===== src/rtl/carfield_regbus_decode_responder.sv =====
// Register-bus responder: decodes single-outstanding requests onto NumMst windows.
// Optional timeout path: define CARFIELD_REGBUS_DECODE_TIMEOUT_EN.
module carfield_regbus_decode_responder #(
  parameter int unsigned AddrWidth = 48,
  parameter int unsigned DataWidth = 32,
  parameter int unsigned NumMst = 4,
  parameter logic [NumMst*AddrWidth-1:0] MstBase = {
    48'h0000_200B_0000, 48'h0000_200A_0000,
    48'h0000_2002_0000, 48'h0000_2001_0000
  },
  parameter logic [NumMst*AddrWidth-1:0] MstSize = {4{48'h1000}},
  parameter logic [NumMst-1:0] MstEnable = {NumMst{1'b1}},
  parameter int unsigned TimeoutCycles = 1024
) (
  input  logic                        clk_i,
  input  logic                        rst_i,
  input  logic                        slv_req_valid_i,
  output logic                        slv_req_ready_o,
  input  logic [AddrWidth-1:0]        slv_addr_i,
  input  logic                        slv_write_i,
  input  logic [DataWidth-1:0]        slv_wdata_i,
  input  logic [DataWidth/8-1:0]      slv_wstrb_i,
  output logic                        slv_rsp_valid_o,
  input  logic                        slv_rsp_ready_i,
  output logic [DataWidth-1:0]        slv_rdata_o,
  output logic                        slv_error_o,
  output logic [NumMst-1:0]           mst_req_valid_o,
  input  logic [NumMst-1:0]           mst_req_ready_i,
  output logic [AddrWidth-1:0]        mst_addr_o,
  output logic                        mst_write_o,
  output logic [DataWidth-1:0]        mst_wdata_o,
  output logic [DataWidth/8-1:0]      mst_wstrb_o,
  input  logic [NumMst-1:0]           mst_rsp_valid_i,
  input  logic [NumMst*DataWidth-1:0] mst_rdata_i,
  input  logic [NumMst-1:0]           mst_error_i
);

  localparam int unsigned IdxW =
    (NumMst > 1) ? $clog2(NumMst) : 1;
  localparam logic [DataWidth-1:0] MissData =
    DataWidth'(32'hBADC_AB1E);

  typedef enum logic [1:0] {
    IDLE,
    FWD,
    WAIT_RSP,
    RESP
  } state_e;

  state_e          state;
  logic [IdxW-1:0] idx;

  logic [NumMst-1:0] hit;
  logic              dec_hit;
  logic [IdxW-1:0]   dec_idx;
  logic [NumMst-1:0] dec_onehot;
  logic [AddrWidth:0] a_ext;
  logic [AddrWidth:0] lo;
  logic [AddrWidth:0] hi;

  logic                 sel_ready;
  logic                 sel_rsp;
  logic [DataWidth-1:0] sel_rdata;
  logic                 sel_err;

  if (TimeoutCycles < 1) begin : g_bad_cfg
    $error("TimeoutCycles must be >= 1");
  end

`ifdef CARFIELD_REGBUS_DECODE_TIMEOUT_EN
  localparam int unsigned CntW = $clog2(TimeoutCycles + 1);
  localparam logic [DataWidth-1:0] TmoData =
    DataWidth'(32'hDEAD_BEEF);
  logic [CntW-1:0] cnt;
  logic            tmo;
  assign tmo = (cnt == CntW'(TimeoutCycles - 1));
`endif

  // Window decode; the extra MSB keeps base+size from wrapping.
  always_comb begin
    hit        = '0;
    dec_hit    = 1'b0;
    dec_idx    = '0;
    dec_onehot = '0;
    a_ext      = {1'b0, slv_addr_i};
    lo         = '0;
    hi         = '0;
    for (int i = 0; i < int'(NumMst); i++) begin
      lo = {1'b0, MstBase[i*AddrWidth +: AddrWidth]};
      hi = lo + {1'b0, MstSize[i*AddrWidth +: AddrWidth]};
      hit[i] = MstEnable[i] && (a_ext >= lo) && (a_ext < hi);
      if (hit[i] && !dec_hit) begin
        dec_hit       = 1'b1;
        dec_idx       = IdxW'(i);
        dec_onehot[i] = 1'b1;
      end
    end
  end

  // Mux the handshake and response of the latched port.
  always_comb begin
    sel_ready = 1'b0;
    sel_rsp   = 1'b0;
    sel_rdata = '0;
    sel_err   = 1'b0;
    for (int i = 0; i < int'(NumMst); i++) begin
      if (idx == IdxW'(i)) begin
        sel_ready = mst_req_ready_i[i];
        sel_rsp   = mst_rsp_valid_i[i];
        sel_rdata = mst_rdata_i[i*DataWidth +: DataWidth];
        sel_err   = mst_error_i[i];
      end
    end
  end

  // Transaction FSM with all outputs registered.
  always_ff @(posedge clk_i or posedge rst_i) begin
    if (rst_i) begin
      state           <= IDLE;
      idx             <= '0;
      slv_req_ready_o <= 1'b1;
      slv_rsp_valid_o <= 1'b0;
      slv_rdata_o     <= '0;
      slv_error_o     <= 1'b0;
      mst_req_valid_o <= '0;
      mst_addr_o      <= '0;
      mst_write_o     <= 1'b0;
      mst_wdata_o     <= '0;
      mst_wstrb_o     <= '0;
`ifdef CARFIELD_REGBUS_DECODE_TIMEOUT_EN
      cnt             <= '0;
`endif
    end else begin
      unique case (state)
        IDLE: begin
          if (slv_req_valid_i) begin
            slv_req_ready_o <= 1'b0;
            mst_addr_o      <= slv_addr_i;
            mst_write_o     <= slv_write_i;
            mst_wdata_o     <= slv_wdata_i;
            mst_wstrb_o     <= slv_wstrb_i;
            idx             <= dec_idx;
`ifdef CARFIELD_REGBUS_DECODE_TIMEOUT_EN
            cnt             <= '0;
`endif
            if (dec_hit) begin
              state           <= FWD;
              mst_req_valid_o <= dec_onehot;
            end else begin
              state           <= RESP;
              slv_rsp_valid_o <= 1'b1;
              slv_error_o     <= 1'b1;
              slv_rdata_o     <= MissData;
            end
          end
        end
        FWD: begin
`ifdef CARFIELD_REGBUS_DECODE_TIMEOUT_EN
          cnt <= cnt + 1'b1;
`endif
          if (sel_ready) begin
            mst_req_valid_o <= '0;
            if (sel_rsp) begin
              state           <= RESP;
              slv_rsp_valid_o <= 1'b1;
              slv_error_o     <= sel_err;
              slv_rdata_o     <= mst_write_o ? '0 : sel_rdata;
            end else begin
              state <= WAIT_RSP;
            end
          end
`ifdef CARFIELD_REGBUS_DECODE_TIMEOUT_EN
          else if (tmo) begin
            mst_req_valid_o <= '0;
            state           <= RESP;
            slv_rsp_valid_o <= 1'b1;
            slv_error_o     <= 1'b1;
            slv_rdata_o     <= TmoData;
          end
`endif
        end
        WAIT_RSP: begin
`ifdef CARFIELD_REGBUS_DECODE_TIMEOUT_EN
          cnt <= cnt + 1'b1;
`endif
          if (sel_rsp) begin
            state           <= RESP;
            slv_rsp_valid_o <= 1'b1;
            slv_error_o     <= sel_err;
            slv_rdata_o     <= mst_write_o ? '0 : sel_rdata;
          end
`ifdef CARFIELD_REGBUS_DECODE_TIMEOUT_EN
          else if (tmo) begin
            state           <= RESP;
            slv_rsp_valid_o <= 1'b1;
            slv_error_o     <= 1'b1;
            slv_rdata_o     <= TmoData;
          end
`endif
        end
        RESP: begin
          if (slv_rsp_ready_i) begin
            state           <= IDLE;
            slv_rsp_valid_o <= 1'b0;
            slv_rdata_o     <= '0;
            slv_error_o     <= 1'b0;
            slv_req_ready_o <= 1'b1;
          end
        end
      endcase
    end
  end

endmodule

===== config.mk =====
export PLATFORM = sky130hd
export DESIGN_NAME = carfield_regbus_decode_responder
export DESIGN_NICKNAME = d
export VERILOG_FILES = /design/src/rtl/carfield_regbus_decode_responder.sv
export SDC_FILE = /design/constraint.sdc
export NUM_CORES = 1
export LEC_CHECK = 0
export ABC_AREA = 0
export CELL_PAD_IN_SITES_DETAIL_PLACEMENT = 2
export CELL_PAD_IN_SITES_GLOBAL_PLACEMENT = 2
export CORE_ASPECT_RATIO = 1.1
export CORE_MARGIN = 4
export CORE_UTILIZATION = 23
export DETAILED_ROUTE_END_ITERATION = 8
export PLACE_DENSITY = 0.78
export SLEW_MARGIN = 40
export SYNTH_ARGS = -nofsm -noshare
export SYNTH_HDL_FRONTEND = slang
export SYNTH_SLANG_ARGS = --single-unit

===== constraint.sdc =====
create_clock -name clk_i -period 5.2 [get_ports clk_i]
set_clock_uncertainty 0.05 [all_clocks]
set_input_delay 0.52 -clock clk_i [delete_from_list [all_inputs] [get_ports clk_i]]
set_output_delay 0.52 -clock clk_i [all_outputs]
set_load 0.005 [all_outputs]

==> run summary, run 1 <==
## Worst setup path
- **Worst Path Buf+Inv** 1
- **worst setup slack for register-to-register paths** 2.33 ns
- **data arrival time at the worst-slack endpoint** 3.34 ns
- **worst reg2reg path startpoint** idx[0]
- **Worst Path Max Fanout** 15
- **Critical Path Source** slv_addr_i[26]
- **max incr delay on CP** 0.90 ns
- **type of element launching the critical path** primary input
- **CP endpoint kind** register
- **worst-case reg-to-reg path depth** 4
- **list of cells traversed by the critical path** clkdlybuf4s50_1 > nor4b_1 > nand4bb_1 > or4b_1 > nand2_4 > a32o_1
- **number of gates on the worst path with buffers counted** 6
- **required time of the critical path** 5.49 ns
- **worst-path cell with the longest stage delay** sky130_fd_sc_hd__or4b_1
- **timing endpoint of the critical path** slv_rdata_o[17]
- **Reg2Reg Capture Point** slv_rdata_o[17]
- **cell family with the largest share of critical-path delay** simple AND/OR/NAND/NOR gates
- **critical path start-end classification** primary input to register

## Status
- **result of the run** complete, no violations

## Clocking
- **hold-fix buffer count after cts** 0
- **clock latency on the worst-skew pair** 0.41 ns
- **Inserted Clock Buffers** 17
- **Root Buffer** sky130_fd_sc_hd__clkbuf_16
- **Clock H-tree levels** 4
- **maximum buffer depth of the clock tree** 2
- **sink count of the clock tree** 128
- **number of cells upsized or downsized after cts** 0
- **setup fix buffers added after clock tree synthesis** 0
- **CTS tree** done
- **Reg clk slew, reported paths** 0.06 ns

## STA
- **RSZ-0062 raised after global routing** no
- **shortest clock period the worst path allows after layout** 3.050 ns
- **aggregate negative setup slack** 0 ns
- **total count of hold-check failures in the final report** 0
- **worst setup margin** 2.150 ns
- **final setup violation count** 0
- **slew at the pin closest to its max-slew limit** 0.7897 ns
- **Max Fclk** 327.9 MHz
- **final cycle utilization of the critical path** 58.65%
- **number of max-slew violations in the final report** 0
- **Worst slew margin** 47.35%

## Drt
- **Detail Route Antenna Nets** 0
- **via-per-instance ratio** 4.586
- **uppermost layer routed** met4
- **DRC violations left** 0
- **drt pass-1 iters** 4
- **detailed-route wire length per cell** 20.93 um
- **met1 wire length** 8.704 mm
- **initial drt markers** 131
- **via total after detailed routing** 5,146
- **DR WL met2** 12.21 mm
- **total length of routed wires** 23.49 mm
- **DR WL met3** 2.341 mm

## Global routing
- **global-route wire length before repair** 35.50 mm
- **maximum number of pins on one net before global-route repair** 93
- **GRT Util Overall** 15.99%
- **global route total overflow** 0
- **number of global-route vias before repair** 5,952
- **antenna violations before repair** 0

## Floorplanning
- **initial core utilization** 23.59%
- **io pins** 353
- **die footprint** 28,880 sq um
- **Placeable Area** 25,570 sq um
- **die extent in x** 162.4 um
- **cell row count** 61
- **Die Y-Extent** 177.8 um

## Final layout
- **fill cell count** 2,585
- **share of the core filled with cells in the final layout** 41.34%
- **relative area change from synthesis to final layout** 75.25%
- **net count of the finished layout** 998
- **fraction of layout instances using a drive strength above 1** 22.16%
- **antenna diode count** 0

## Min path
- **class of the tightest hold or removal check** register to register

## Yosys
- **flops & latches, synth** 128
- **cells after synthesis** 416
- **Synth cell types** 46
- **EDFF count, synth** 0
- **post-synthesis area per instance** 14.50 sq um
- **part of the Yosys area used for sequential elements** 53.13%
- **ys flop type** sky130_fd_sc_hd__dfrtp_1
- **synthesized net count** 650
- **post-synthesis async set-or-reset flop share** 100.0%
- **area of the mapped netlist** 6031 sq um
- **synth warn** 0

## Power
- **internal power** 3.789 mW
- **share of total power in the clock network** 23.4%
- **Leak Pwr** 4.049 nW
- **Sequential Power Share** 32.0%
- **PD cells** 510.9 nW/um^2
- **net switching power figure** 1.611 mW
- **Max rail drop VDD** 216.4 uV
- **switching share of power** 29.83%
- **combinational cell fraction of total power** 44.6%

## Placement
- **final estimated routing congestion in global placement** 0.7298
- **Setup WS pre-CTS** 1.693 ns
- **count of port buffers added during placement** 352
- **detailed placement HPWL** 18.49 mm

## Flow run
- **max-cap violations** 0

## through the flow
stage / area [sq um] / power, mW / hold slack, ns / std cells
2_1_floorplan: 6031 / 2.726 / 0.4294 / 416
3_3_place_gp: 9916 / 4.096 / 0.4229 / 1091
3_5_place_dp: 9936 / 4.201 / 0.4371 / 1091
4_1_cts: 10560 / 5.510 / 0.4504 / 1122
5_1_grt: 10570 / 5.787 / 0.4565 / 1122
6_report: 10570 / 5.400 / 0.4448 / 1122
## cell type report
| class | instances | area [sq um] | area share (%) |
|---|---|---|---|
| clock buffers | 20 | 466.7 | 4.416 |
| clock inverters | 11 | 155.1 | 1.468 |
| inverters | 9 | 41.29 | 0.3907 |
| multi-input cells | 252 | 2710 | 25.64 |
| flip-flops and latches | 128 | 3209 | 30.37 |
| well taps | 346 | 432.9 | 4.096 |
| repair buffers | 356 | 3553 | 33.62 |
## worst min-delay path by stage
| stage | from | cells after the start | slack, ns | end |
|---|---|---|---|---|
| 6_report | slv_rdata_o[12] | 1 | 0.44 | slv_rdata_o[12] |
| 5_1_grt | slv_rdata_o[10] | 1 | 0.46 | slv_rdata_o[10] |
| 4_1_cts | slv_error_o | 1 | 0.45 | slv_error_o |
| 3_5_place_dp | slv_rdata_o[12] | 1 | 0.44 | slv_rdata_o[12] |
| 3_3_place_gp | slv_error_o | 1 | 0.42 | slv_error_o |
| 2_1_floorplan | slv_error_o | 1 | 0.43 | slv_error_o |
## cells in the final DEF (no fill, tap or decap), types with 5 or more instances in the layout
cell,count
sky130_fd_sc_hd__mux4_2,33
sky130_fd_sc_hd__nor2_1,6
sky130_fd_sc_hd__clkdlybuf4s50_1,352
sky130_fd_sc_hd__inv_1,8
sky130_fd_sc_hd__a32o_1,13
sky130_fd_sc_hd__nand2_1,25
sky130_fd_sc_hd__nor4_1,7
sky130_fd_sc_hd__clkbuf_16,17
sky130_fd_sc_hd__a21oi_1,5
sky130_fd_sc_hd__ha_1,5
sky130_fd_sc_hd__a2bb2oi_1,19
sky130_fd_sc_hd__mux2_2,87
sky130_fd_sc_hd__dfrtp_1,125
## sequential cells by signal, indices dropped and copies added, names as in the netlist, 2 cells and up
register         flops
mst_wstrb_o          4
state                2
mst_wdata_o         32
mst_addr_o          48
idx                  2
slv_rdata_o         32
mst_req_valid_o      4
## cell usage after synthesis, types with 4 or more instances
cell / number / share of area, %
sky130_fd_sc_hd__a32o_1: 13 / 2.2
sky130_fd_sc_hd__a2bb2oi_1: 19 / 2.8
sky130_fd_sc_hd__nor2_1: 6 / 0.37
sky130_fd_sc_hd__buf_2: 6 / 0.50
sky130_fd_sc_hd__nand2_1: 26 / 1.6
sky130_fd_sc_hd__nor3_1: 5 / 0.41
sky130_fd_sc_hd__a21oi_1: 5 / 0.41
sky130_fd_sc_hd__inv_1: 9 / 0.56
sky130_fd_sc_hd__o31ai_1: 4 / 0.50
sky130_fd_sc_hd__mux2_2: 87 / 16
sky130_fd_sc_hd__ha_1: 5 / 1.0
sky130_fd_sc_hd__mux4_2: 33 / 12
sky130_fd_sc_hd__clkbuf_1: 16 / 1.0
sky130_fd_sc_hd__dfrtp_1: 127 / 53
sky130_fd_sc_hd__nor4_1: 7 / 0.73
## power by group through the flow
| stage | registers [mW] | clock network, mW | logic [mW] |
|---|---|---|---|
| global route | 1.81 | 1.36 | 2.62 |
| detailed placement | 1.75 | 0 | 2.45 |
| finish | 1.73 | 1.26 | 2.41 |
| floorplan | 1.75 | 0 | 0.974 |
| global placement | 1.72 | 0 | 2.38 |
| CTS | 1.74 | 1.31 | 2.46 |
## metal layers
layer / GRT usage [%] / up-vias
met5: 0 / -
met4: 3.560 / 0
met3: 6.829 / 15
met2: 28.79 / 220
met1: 17.47 / 2624
li1: - / 2287
## kinds of logic (layout without fill, tap and decap cells)
group                    Yosys count  count (layout)  share of synthesized area [%]
flip-flops                       128             128                          53.13
multiplexers                     123             123                          29.07
AND/OR/NAND/NOR                   68              68                          6.307
AO/OA/AOI/OAI                     55              55                          7.510
buffers and inverters             36             396                          2.801
adder cells (fa/ha/maj)            5               5                          1.037
XOR/XNOR                           1               1                         0.1453
(Power assumes the default switching activity.)
==> run 2, diff against run 1 <==
--- a/config.mk
+++ b/config.mk
@@ -10,9 +10,9 @@
 export CELL_PAD_IN_SITES_GLOBAL_PLACEMENT = 2
 export CORE_ASPECT_RATIO = 1.1
 export CORE_MARGIN = 4
-export CORE_UTILIZATION = 23
+export CORE_UTILIZATION = 21
 export DETAILED_ROUTE_END_ITERATION = 8
-export PLACE_DENSITY = 0.78
+export PLACE_DENSITY = 0.75
 export SLEW_MARGIN = 40
 export SYNTH_ARGS = -nofsm -noshare
 export SYNTH_HDL_FRONTEND = slang
==> constraint.sdc (replaced) <==
create_clock -name clk_i -period 2.6 [get_ports clk_i]
set_clock_uncertainty 0.05 [all_clocks]
set_input_delay 0.26 -clock clk_i [delete_from_list [all_inputs] [get_ports clk_i]]
set_output_delay 0.26 -clock clk_i [all_outputs]
set_load 0.005 [all_outputs]
==> run summary, run 2 (synthesized netlist as in run 1, its figures left out) <==
## Power
- **PD cells** 988.0 nW/um^2
- **Leak Pwr** 4.176 nW
- **Max rail drop VDD** 457.4 uV
- **Pwr Total** 10.67 mW

## Global routing
- **global route total overflow** 0
- **global-route wire length before repair** 36.98 mm
- **GRT Util Overall** 15.35%
- **number of global-route vias before repair** 6,157
- **antenna violations before repair** 0
- **maximum number of pins on one net before global-route repair** 129

## Placement
- **Setup WS pre-CTS** -0.2260 ns
- **detailed placement HPWL** 19.57 mm
- **placed standard-cell area** 10,230 sq um
- **count of port buffers added during placement** 352
- **final estimated routing congestion in global placement** 0.7845

## Final layout
- **Finished Cell Area** 10,800 sq um
- **net count of the finished layout** 1,030
- **largest register by flop count** mst_addr_o
- **register area** 3207 sq um
- **most frequent cells in the layout** sky130_fd_sc_hd__clkdlybuf4s50_1, sky130_fd_sc_hd__dfrtp_1, sky130_fd_sc_hd__mux2_2
- **relative area change from synthesis to final layout** 79.15%
- **fill cell count** 2,940
- **fraction of layout instances using a drive strength above 1** 24.72%
- **antenna diode count** 0
- **area used by multi-input combinational logic** 2703 sq um
- **most common cell after layout, fill and taps aside** sky130_fd_sc_hd__clkdlybuf4s50_1
- **Top Registers** mst_addr_o (48), mst_wdata_o (32), slv_rdata_o (32)
- **max reg flops** 48

## Drt
- **drt pass-1 iters** 4
- **Detail Route Antenna Nets** 0
- **total length of routed wires** 24.63 mm
- **via total after detailed routing** 5,301
- **DRC violations left** 0
- **detailed-route wire length per cell** 21.01 um
- **initial drt markers** 73
- **via-per-instance ratio** 4.523

## Clocking
- **CTS tree** done
- **sink count of the clock tree** 128
- **Inserted Clock Buffers** 17
- **setup fix buffers added after clock tree synthesis** 0
- **clock latency on the worst-skew pair** 0.40 ns
- **maximum buffer depth of the clock tree** 2
- **Root Buffer** sky130_fd_sc_hd__clkbuf_16
- **Reg clk slew, reported paths** 0.06 ns
- **Clock H-tree levels** 4

## STA
- **total count of hold-check failures in the final report** 0
- **slew at the pin closest to its max-slew limit** 0.7621 ns
- **final setup violation count** 0
- **worst setup margin** 0.2695 ns
- **RSZ-0062 raised after global routing** no
- **final cycle utilization of the critical path** 89.64%
- **Worst slew margin** 49.03%
- **number of max-slew violations in the final report** 0
- **Max Fclk** 429.1 MHz
- **shortest clock period the worst path allows after layout** 2.331 ns

## Floorplanning
- **cell row count** 64
- **die extent in x** 169.6 um
- **io pins** 353
- **die footprint** 31,500 sq um
- **Placeable Area** 28,030 sq um
- **Die Y-Extent** 185.7 um
- **initial core utilization** 21.52%

## Flow run
- **max-cap violations** 0

## Min path
- **class of the tightest hold or removal check** primary input to async pin

## Worst setup path
- **critical path start-end classification** register to register
- **type of element launching the critical path** register
- **Worst Path Max Fanout** 13
- **data arrival time at the worst-slack endpoint** 2.62 ns
- **CP endpoint kind** register
- **required time of the critical path** 2.89 ns

## Status
- **result of the run** complete, no violations

[run 2: cell count changes in the layout (fill, tap and decap cells not counted), moves of 2 or more]
| cell | before | now |
|---|---|---|
| sky130_fd_sc_hd__inv_6 | 2 | 0 |
| sky130_fd_sc_hd__buf_4 | 4 | 31 |
| sky130_fd_sc_hd__clkinvlp_4 | 1 | 5 |
| sky130_fd_sc_hd__clkbuf_1 | 0 | 4 |
| sky130_fd_sc_hd__bufinv_16 | 3 | 0 |
| sky130_fd_sc_hd__buf_12 | 0 | 4 |
| sky130_fd_sc_hd__clkinv_4 | 4 | 2 |
[run 2: worst paths after layout]
kind / start / endpoint / slack [ns] / depth (start not counted)
min in group clk_i: slv_wdata_i[26] / mst_wdata_o[26] / 0.41 / 2
worst min-delay path: rst_i / mst_wdata_o[25] / 0.19 / 3
max in group asynchronous: rst_i / idx[0] / 1.51 / 4
worst min register to register: slv_error_o / slv_error_o / 0.44 / 1
worst max register to register: state[0] / slv_rdata_o[14] / 0.27 / 7
worst max-delay path: state[0] / slv_rdata_o[14] / 0.27 / 7
[run 2: metal layers]
metal	GRT usage, %	wire length, um	up-vias
li1	-	-	2359
met4	3.961	423	0
met3	6.096	2430	22
met5	0	0	-
met2	27.22	12440	254
met1	17.27	9332	2666
[run 2: cell type report]
class,instances,share of cell area (%)
inverter,9,0.3474
timing repair buffer,388,35.76
clock buffer,24,4.459
tap,363,4.204
clock inverter,8,0.5327
sequential,128,29.68
multi-input combinational,252,25.01
[run 2: what timing repair did]
item | CTS | global route
setup endpoints to repair | 0 | 18
hold buffers | 0 | 0
gates resized for setup | 0 | 1
[run 2: where the power goes]
group	internal (mW)	switching, mW
Clock	1.30	0.908
Combinational	3.18	1.84
Sequential	2.95	0.501
Total	7.43	3.25
[run 2: worst max-delay path, cell delays in order, from the launching register on]
cell and delay, ns:
sky130_fd_sc_hd__dfrtp_1 0.42, sky130_fd_sc_hd__inv_1 0.11, sky130_fd_sc_hd__ha_1 0.33, sky130_fd_sc_hd__nand2b_1 0.14
sky130_fd_sc_hd__o221ai_1 0.11, sky130_fd_sc_hd__buf_4 0.18, sky130_fd_sc_hd__nor4b_4 0.65, sky130_fd_sc_hd__a32o_1 0.28
[run 2: per-stage QoR]
step | utilization, % | setup TNS [ns] | hold slack [ns] | cells
after detailed placement | 36.50 | -5.453 | 0.4312 | 1139
after floorplan | - | 0 | 0.3230 | 416
after global routing | 38.55 | 0 | 0.1955 | 1172
after CTS | 38.43 | 0 | 0.3856 | 1171
after global placement | 36.45 | -6.109 | 0.4260 | 1139
final | 38.55 | 0 | 0.1943 | 1172
